### config.mk
export PLATFORM = sky130hd
export DESIGN_NAME = mmio_ctrl
export DESIGN_NICKNAME = d
export VERILOG_FILES = /design/src/rtl/mmio_pkg.sv /design/src/rtl/mmio_debounce.sv /design/src/rtl/mmio_ctrl.sv
export SDC_FILE = /design/constraint.sdc
export NUM_CORES = 1
export LEC_CHECK = 0
export CAP_MARGIN = 20
export CORE_UTILIZATION = 45
export CTS_BUF_LIST = sky130_fd_sc_hd__clkbuf_4
export CTS_CLUSTER_SIZE = 12
export DETAILED_ROUTE_END_ITERATION = 7
export PLACE_DENSITY = 0.79
export REMOVE_ABC_BUFFERS = 1
export SLEW_MARGIN = 25
export SYNTH_ARGS = -nofsm -noshare
export SYNTH_HDL_FRONTEND = slang
export SYNTH_SLANG_ARGS = --single-unit
### constraint.sdc
create_clock -name clk -period 3.45 [get_ports clk]
set_input_delay 0.69 -clock clk [delete_from_list [all_inputs] [get_ports clk]]
set_output_delay 0.69 -clock clk [all_outputs]
set_load 0.005 [all_outputs]
### src/rtl/mmio_pkg.sv
// mmio_pkg: shared constants and types for the MMIO controller slice.
//   - IO window base default and in-window register offsets
//   - debounce FSM state encoding
//   - helper returning the offset of LED channel k
package mmio_pkg;

    localparam logic [31:0] IO_BASE_DEFAULT = 32'hFFFF_FC00;

    localparam logic [9:0] OFF_LED0 = 10'h060;
    localparam logic [9:0] OFF_SW   = 10'h070;
    localparam logic [9:0] OFF_TIDX = 10'h074;
    localparam logic [9:0] OFF_STAT = 10'h078;
    localparam logic [9:0] OFF_CNT  = 10'h07C;

    typedef enum logic [1:0] {
        DB_IDLE        = 2'd0,
        DB_ARM_PRESS   = 2'd1,
        DB_HELD        = 2'd2,
        DB_ARM_RELEASE = 2'd3
    } db_state_t;

    function automatic logic [9:0] led_off(input int k);
        return OFF_LED0 + 10'(4 * k);
    endfunction

endpackage

### src/rtl/mmio_debounce.sv
// mmio_debounce: debounce FSM for an already-synchronised button.
//   clk, rst : clock, async active-high reset
//   btn      : synchronised button level
//   level    : 1 while the button is considered held (HELD / ARM_RELEASE)
//   press    : one-cycle pulse for each accepted press
module mmio_debounce
    import mmio_pkg::*;
#(
    parameter int DB_CYCLES = 20000
) (
    input  logic clk,
    input  logic rst,
    input  logic btn,
    output logic level,
    output logic press
);

    localparam int CW = (DB_CYCLES > 2) ? $clog2(DB_CYCLES) : 1;
    localparam logic [CW-1:0] LAST = CW'(DB_CYCLES - 1);

    db_state_t     state, state_n;
    logic [CW-1:0] cnt, cnt_n;
    logic          press_n;

    always_ff @(posedge clk or posedge rst) begin
        if (rst) begin
            state <= DB_IDLE;
            cnt   <= '0;
            press <= 1'b0;
        end else begin
            state <= state_n;
            cnt   <= cnt_n;
            press <= press_n;
        end
    end

    always_comb begin
        state_n = state;
        cnt_n   = cnt;
        press_n = 1'b0;
        case (state)
            DB_IDLE: begin
                if (btn) begin
                    state_n = DB_ARM_PRESS;
                    cnt_n   = '0;
                end
            end
            DB_ARM_PRESS: begin
                if (!btn) begin
                    state_n = DB_IDLE;
                    cnt_n   = '0;
                end else if (cnt == LAST) begin
                    state_n = DB_HELD;
                    cnt_n   = '0;
                    press_n = 1'b1;
                end else begin
                    cnt_n = cnt + CW'(1);
                end
            end
            DB_HELD: begin
                if (!btn) begin
                    state_n = DB_ARM_RELEASE;
                    cnt_n   = '0;
                end
            end
            DB_ARM_RELEASE: begin
                // any high sample during release means the button is still held
                if (btn) begin
                    state_n = DB_HELD;
                    cnt_n   = '0;
                end else if (cnt == LAST) begin
                    state_n = DB_IDLE;
                    cnt_n   = '0;
                end else begin
                    cnt_n = cnt + CW'(1);
                end
            end
            default: begin
                state_n = DB_IDLE;
                cnt_n   = '0;
            end
        endcase
    end

    assign level = (state == DB_HELD) || (state == DB_ARM_RELEASE);

endmodule

### src/rtl/mmio_ctrl.sv
// mmio_ctrl: memory-mapped IO block (LED channels, switches, test selector,
// debounced confirm button with press counter).
//   clk, rst              : clock, async active-high reset
//   io_addr/read/write    : CPU access (one-cycle strobes)
//   io_wdata              : write data
//   io_rdata/io_rvalid    : registered read data + one-cycle qualifier
//   io_err                : one-cycle pulse on a bad in-window access
//   switch_in/test_index  : async inputs, synchronised here
//   confirm_btn           : async bouncy button, synchronised + debounced
//   led_out               : LED channel k on bits [k*LED_W +: LED_W]
module mmio_ctrl
    import mmio_pkg::*;
#(
    parameter int          N_LED     = 2,
    parameter int          LED_W     = 16,
    parameter int          SW_W      = 8,
    parameter int          DB_CYCLES = 20000,
    parameter logic [31:0] IO_BASE   = IO_BASE_DEFAULT
) (
    input  logic                   clk,
    input  logic                   rst,
    input  logic [31:0]            io_addr,
    input  logic                   io_read,
    input  logic                   io_write,
    input  logic [31:0]            io_wdata,
    output logic [31:0]            io_rdata,
    output logic                   io_rvalid,
    output logic                   io_err,
    input  logic [SW_W-1:0]        switch_in,
    input  logic                   confirm_btn,
    input  logic [2:0]             test_index,
    output logic [N_LED*LED_W-1:0] led_out
);

    // two-flop synchronisers
    logic [SW_W-1:0] sw_s1, sw_s2;
    logic [2:0]      ti_s1, ti_s2;
    logic            btn_s1, btn_s2;

    always_ff @(posedge clk or posedge rst) begin
        if (rst) begin
            sw_s1  <= '0;
            sw_s2  <= '0;
            ti_s1  <= '0;
            ti_s2  <= '0;
            btn_s1 <= 1'b0;
            btn_s2 <= 1'b0;
        end else begin
            sw_s1  <= switch_in;
            sw_s2  <= sw_s1;
            ti_s1  <= test_index;
            ti_s2  <= ti_s1;
            btn_s1 <= confirm_btn;
            btn_s2 <= btn_s1;
        end
    end

    logic btn_level, btn_press;

    mmio_debounce #(.DB_CYCLES(DB_CYCLES)) u_db (
        .clk   (clk),
        .rst   (rst),
        .btn   (btn_s2),
        .level (btn_level),
        .press (btn_press)
    );

    // address decode
    logic [N_LED-1:0][LED_W-1:0] led_q;
    logic [N_LED-1:0]            led_sel;
    logic [9:0]                  off;
    logic                        in_win, led_hit, ro_hit, mapped, both;
    logic                        rd_ok, wr_led, err_n, stat_rd;
    logic [31:0]                 rd_mux;
    logic                        flag;
    logic [15:0]                 press_cnt;

    assign off    = io_addr[9:0];
    assign in_win = (io_addr[31:10] == IO_BASE[31:10]);
    assign both   = io_read & io_write;

    always_comb begin
        led_sel = '0;
        for (int k = 0; k < N_LED; k++) begin
            led_sel[k] = (off == led_off(k));
        end
    end

    assign led_hit = |led_sel;
    assign ro_hit  = (off == OFF_SW) || (off == OFF_TIDX) ||
                     (off == OFF_STAT) || (off == OFF_CNT);
    assign mapped  = led_hit | ro_hit;

    assign rd_ok   = in_win & io_read & ~io_write & mapped;
    assign wr_led  = in_win & io_write & ~io_read & led_hit;
    assign err_n   = in_win & (io_read | io_write) &
                     (both | ~mapped | (io_write & ro_hit));
    assign stat_rd = rd_ok & (off == OFF_STAT);

    always_comb begin
        rd_mux = '0;
        for (int k = 0; k < N_LED; k++) begin
            if (led_sel[k]) rd_mux[LED_W-1:0] = led_q[k];
        end
        if (off == OFF_SW)   rd_mux = 32'(sw_s2);
        if (off == OFF_TIDX) rd_mux = 32'(ti_s2);
        if (off == OFF_STAT) rd_mux = {30'b0, btn_level, flag};
        if (off == OFF_CNT)  rd_mux = {16'b0, press_cnt};
    end

    always_ff @(posedge clk or posedge rst) begin
        if (rst) begin
            led_q     <= '0;
            io_rdata  <= '0;
            io_rvalid <= 1'b0;
            io_err    <= 1'b0;
            flag      <= 1'b0;
            press_cnt <= '0;
        end else begin
            for (int k = 0; k < N_LED; k++) begin
                if (wr_led && led_sel[k]) led_q[k] <= io_wdata[LED_W-1:0];
            end
            io_rvalid <= rd_ok;
            io_err    <= err_n;
            if (rd_ok) io_rdata <= rd_mux;
            // a press wins over the read-clear, so a coincident read
            // returns the old bit0 while the flag ends up set
            if (btn_press)    flag <= 1'b1;
            else if (stat_rd) flag <= 1'b0;
            if (btn_press) press_cnt <= press_cnt + 16'd1;
        end
    end

    assign led_out = led_q;

    logic unused_wdata;
    assign unused_wdata = ^io_wdata;

endmodule

-- After elaboration in Yosys (flattened, before gate mapping)
Cells that the tools add are included.
- output and inout bits: 66
- flip-flop bits (word level): 125
- word-level logic and storage cells: 86
- bits of input ports: 80
- multiplexer cells: 24
- bitwise gates (word level): 18
- add/sub/neg operators: 2
- reduce and logical (&&, ||, !) cells: 11
- equal/unequal tests: 15
- operators by type and width (operator ; count):
    $mux 32 ; 3
    $mux 15 ; 5
    $eq 10x7->1 const B ; 6
    $pmux 15 s4 ; 1
    $mux 16 ; 3
    $eq 22x22->1 const B ; 1
    $add 16x1->16 const B ; 1
    $add 15x1->15 const B ; 1
    $eq 15x15->1 const B ; 1
    $mux 2 ; 6
    $and 1x1->1 ; 11
    $pmux 2 s4 ; 1
    $ne 3x2->1 const B ; 2
    $mux 1 ; 5
    $eq 2x2->1 const B ; 2
    $logic_or 1x1->1 ; 4
    $ne 2x2->1 const B ; 2
    $or 1x1->1 ; 4
    $reduce_and 4->1 ; 1
    $not 1->1 ; 3
    $eq 2x1->1 const B ; 1
    $logic_and 1x1->1 ; 2
    $logic_not 2->1 ; 1
    $reduce_and 2->1 ; 1
    2 further kinds ; 2

-- Longest topological paths before layout
- word-level depth: 9
- gate-level depth with buffers: 7
- gate-level depth less buffers: 5

-- By module
Synthesis repeated with hierarchy kept, for this count alone.
- cells, all modules: 400
- area total of the unflattened synthesis: 5128.7 um2
- modules (own cells, without submodules) (module ; times used ; cells an instance ; area an instance (um2) ; seq. area each (um2)):
    mmio_ctrl ; 1 ; 295 ; 4078.9 ; 2277.2
    mmio_debounce ; 1 ; 105 ; 1049.8 ; 450.4

-- Worst setup path before layout
Ideal clock, no wire load.
- path type: input port to flip-flop
- from: in io_addr[3]
- to: reg led_q, in the netlist led_out[0]
- setup slack: 1.231 ns
- data arrival time: 2.094 ns
- stages on the path: 7
- buffers on the path: 3
- setup time: 0.125 ns
- cells stage by stage: buf_6 or2_1 buf_2 nor4b_4 nand4_4 buf_6 mux2_4
- cells in the longest elaborated chain, start to end: 4
- elaborated cells on any way between the ends: 5
- those cells by class: eq/ne: 2; bitwise: 1; reduce/logical: 2
- ends and longest elaborated chain (element ; RTL line ; RTL):
    from (decl) ; mmio_ctrl.sv:22 ; input logic [31:0] io_addr,
    $eq 10x7->1 ; mmio_ctrl.sv:85 ; led_sel[k] = (off == led_off(k));
    $reduce_or 2->1 ; mmio_ctrl.sv:89 ; assign led_hit = |led_sel;
    $and 1x1->1 ; mmio_ctrl.sv:95 ; assign wr_led = in_win & io_write & ~io_read & led_hit;
    $logic_and 1x1->1 (*) ; mmio_ctrl.sv:121 ; if (wr_led && led_sel[k]) led_q[k] <= io_wdata[LED_W-1:0];
    to (signal, indexed assignment) ; mmio_ctrl.sv:121 ;
    to (decl) ; mmio_ctrl.sv:69 ; logic [N_LED-1:0][LED_W-1:0] led_q;
Every way passes the cells marked *; elsewhere a longest branch is shown, timed or not.
A chain may end at the register's enable or synchronous reset.

-- Worst setup path after layout
- from: in io_addr[26]
- to: reg led_q, in the netlist led_out[7]
- cells in the longest elaborated chain, start to end: 5
- ends and longest elaborated chain (element ; RTL line ; RTL):
    $eq 22x22->1 ; mmio_ctrl.sv:79 ; assign in_win = (io_addr[31:10] == IO_BASE[31:10]);
    $and 1x1->1 (3 in a row) ; mmio_ctrl.sv:95 ;
    $logic_and 1x1->1 ; mmio_ctrl.sv:121 ;
No other way between the ends.

==> impl_metrics.yaml <==
power:
  max-vdd-ir-drop_uv: 230
  powerDensity_nw_per_um2: 353
  netSwitchingFraction: 0.251
  seq_power_share: 0.582
  fin_total_pwr_mw: 2.30
  power_leakage_nw: 3.01
  pwr-share-clk: 0.310
  combPwrFrac: 0.107
  p_int_mw: 1.72
  switchingPower_mw: 0.579
setup_path:
  required_ns: 3.81
  arrival_ns: 2.85
  crit_type: "primary input to register"
  worstPathMaxFanout: 16
  start_kind: "primary input"
  end_kind: "register"
synthesis:
  yosysTopAreaCell: "dfrtp_1"
  netlist_top_cells_count: "dfrtp_1, nand2_1, mux2_2, mux2_4, buf_4"
  synth_area_um2: 5150
  synth.area.top_cells: "dfrtp_1, mux2_2, mux2_4, mux2i_1, nand2_1"
  synth-seq-cells: 109
  yosys.area.top_type_share: 0.529
  synth-seq-area-share: 0.529
  synth-main-ff-cell: "dfrtp_1"
  yosysUniqueCellTypes: 62
  synthMostInstantiatedCell: "dfrtp_1"
  avgSynthCellArea_um2: 12.6
  synth-async-reset-ratio: 1.00
  synth_edf_count: 0
  synth_cells: 409
  ys_warn_count: 0
drt:
  drt_iter0_markers: 209
  wl_per_cell_um: 17.0
  route.detailed.drc: 0
  vias: 3637
  routed_via_density: 5.44
  antenna_left: 0
  drtPass1Iterations: 4
  drt-total-wl_um: 11300
grt:
  grt_pass1_wl_um: 18100
  grt-ovfl-total: 0
  antenna_found_initial: 0
  grt_max_degree: 63
  grt_usage: 0.201
  grt_pass1_vias: 3679
placement:
  place_congestion: 0.848
  io_buffers: 113
  place_hpwl_um: 8210
  place_area_um2: 6360
floorplan:
  die_y_um: 109
  coreArea_um2: 11000
  die_area_um2: 11900
  die_w_um: 109
  start_util: 0.469
  ioPinCount: 146
  num_rows: 38
job:
  maxCapViolCount: 0
timing:
  setup_viol: 0
  rsz0062_at_grt: "no"
  worstMarginPinSlew_ns: 0.770
  fmaxAchievable_ghz: 0.402
  hold_viol_final: 0
  clock_skew_ns: 0.0157
  period_share: 0.722
  relSlewSlack: 0.487
  fin_crit_ns: 2.49
  finalMaxSlewViolations: 0
layout:
  seqCellArea_um2: 2730
  fin_area_um2: 6520
  multi_input_area_um2: 2240
  drive_above_1_share: 0.180
  nets: 605
  fillers: 886
  area_delta_synth_final_pct: 26.5
  diodes: 0
cts:
  cts_hold_buf: 0
  cts_tree: "yes"
  cts_buffers: 9
  post-cts-setup-buffers: 0
  clk_pin_slew_worst_paths_ns: 0.16
  htree_levels: 3
  cts_sinks: 109
  clockBufferDepth: 2
  clock_latency_ns: 0.47
  clockRootBuffer: "clkbuf_4"
  postCtsResizedCells: 0
min_path:
  hold_path.class: "register to register"
status:
  status: "finished, final reports clean"
-- cell families (layout without fill, tap and decap cells) --
kind of cell,count (synthesis),after routing,synth area share
AND/OR/NAND/NOR,124,124,0.156
flip-flops,109,109,0.529
multiplexers,69,69,0.163
AO/OA/AOI/OAI,51,51,0.0711
buffers and inverters,37,141,0.0476
XOR/XNOR,16,16,0.0272
adder cells (fa/ha/maj),2,2,0.00485
other,1,16,0.000728
-- worst max-delay path, cell delays in order --
cell	delay, ns
clkdlybuf4s50_1	0.46
nand4_1	0.15
nor4_4	0.57
nand4_4	0.51
mux2_4	0.46
-- metrics by stage --
step	setup WS, ns	hold WS [ns]	std cells	TNS (ns)	util
3_3_place_gp	0.455	0.335	652	0	0.579
2_1_floorplan	-0.114	0.331	392	-12.42	-
3_5_place_dp	0.475	0.335	652	0	0.579
4_1_cts	0.974	0.365	668	0	0.593
5_1_grt	0.878	0.373	668	0	0.593
6_report	0.960	0.366	668	0	0.593
-- sequential cells by signal, indices dropped and copies added (netlist names), 3 cells and up, named ones only --
register / flops
press_cnt: 16
u_db.cnt: 15
io_rdata: 16
ti_s1: 3
sw_s2: 8
led_out: 32
ti_s2: 3
sw_s1: 8
-- metal layers --
layer,vias to the layer above,wire [µm],global-route usage
li1,1697,-,-
met1,1808,4930,0.258
met2,114,5420,0.329
met3,18,729,0.0502
met4,0,246,0.0753
met5,-,0,0
-- worst paths after layout --
check / cells past startpoint / slack [ns] / from / to
worst max-delay path: 5 / 0.96 / io_addr[26] / led_out[7]$_DFFE_PP0P_
worst min-delay path: 0 / 0.37 / ti_s1[0]$_DFF_PP0_ / ti_s2[0]$_DFF_PP0_
worst max register to register: 5 / 1.10 / u_db.cnt[8]$_DFFE_PP0P_ / u_db.cnt[7]$_DFFE_PP0P_
worst min register to register: 0 / 0.37 / ti_s1[0]$_DFF_PP0_ / ti_s2[0]$_DFF_PP0_
max in group asynchronous: 3 / 2.05 / rst / led_out[17]$_DFFE_PP0P_
min in group asynchronous: 2 / 0.70 / rst / press_cnt[13]$_DFFE_PP0P_
-- power groups by stage --
stage          Sequential [mW]  Clock, mW  Combinational, mW
6_report                  1.34      0.715              0.247
5_1_grt                   1.35      0.783              0.277
4_1_cts                   1.34      0.732              0.250
3_5_place_dp              1.36          0              0.249
3_3_place_gp              1.36          0              0.241
2_1_floorplan             1.36          0              0.120
-- cell usage in the layout (no fill, tap or decap), types with 3 or more instances in the layout --
master and n:
a22oi_1 6, xnor2_1 10, nor3_1 5, nand4_4 3
clkdlybuf4s50_1 113, o22ai_1 5, nor2_1 13, nand3_1 12
dfrtp_1 109, nand4_1 11, buf_4 6, o21a_1 3
o22a_1 4, a211oi_1 3, and3_1 4, mux2_4 19
o311ai_0 3, clkbuf_4 10, inv_1 4, nor4_1 6
xor2_1 6, nand2_1 35, o21ai_0 11, nor4b_1 4
mux2_2 31, mux2i_1 16, conb_1 16, or2_2 3
a21o_1 3, and2_1 4, and4_1 3
-- area by class of cell --
cell class                      instances  area share
Sequential cell                       109       0.419
Timing Repair Buffer                  120       0.184
Clock inverter                          6      0.0131
Tap cell                              140      0.0269
Multi-Input combinational cell        278       0.343
Clock buffer                           10      0.0115
Inverter                                5     0.00326
Power figures use the tool's default switching activity.
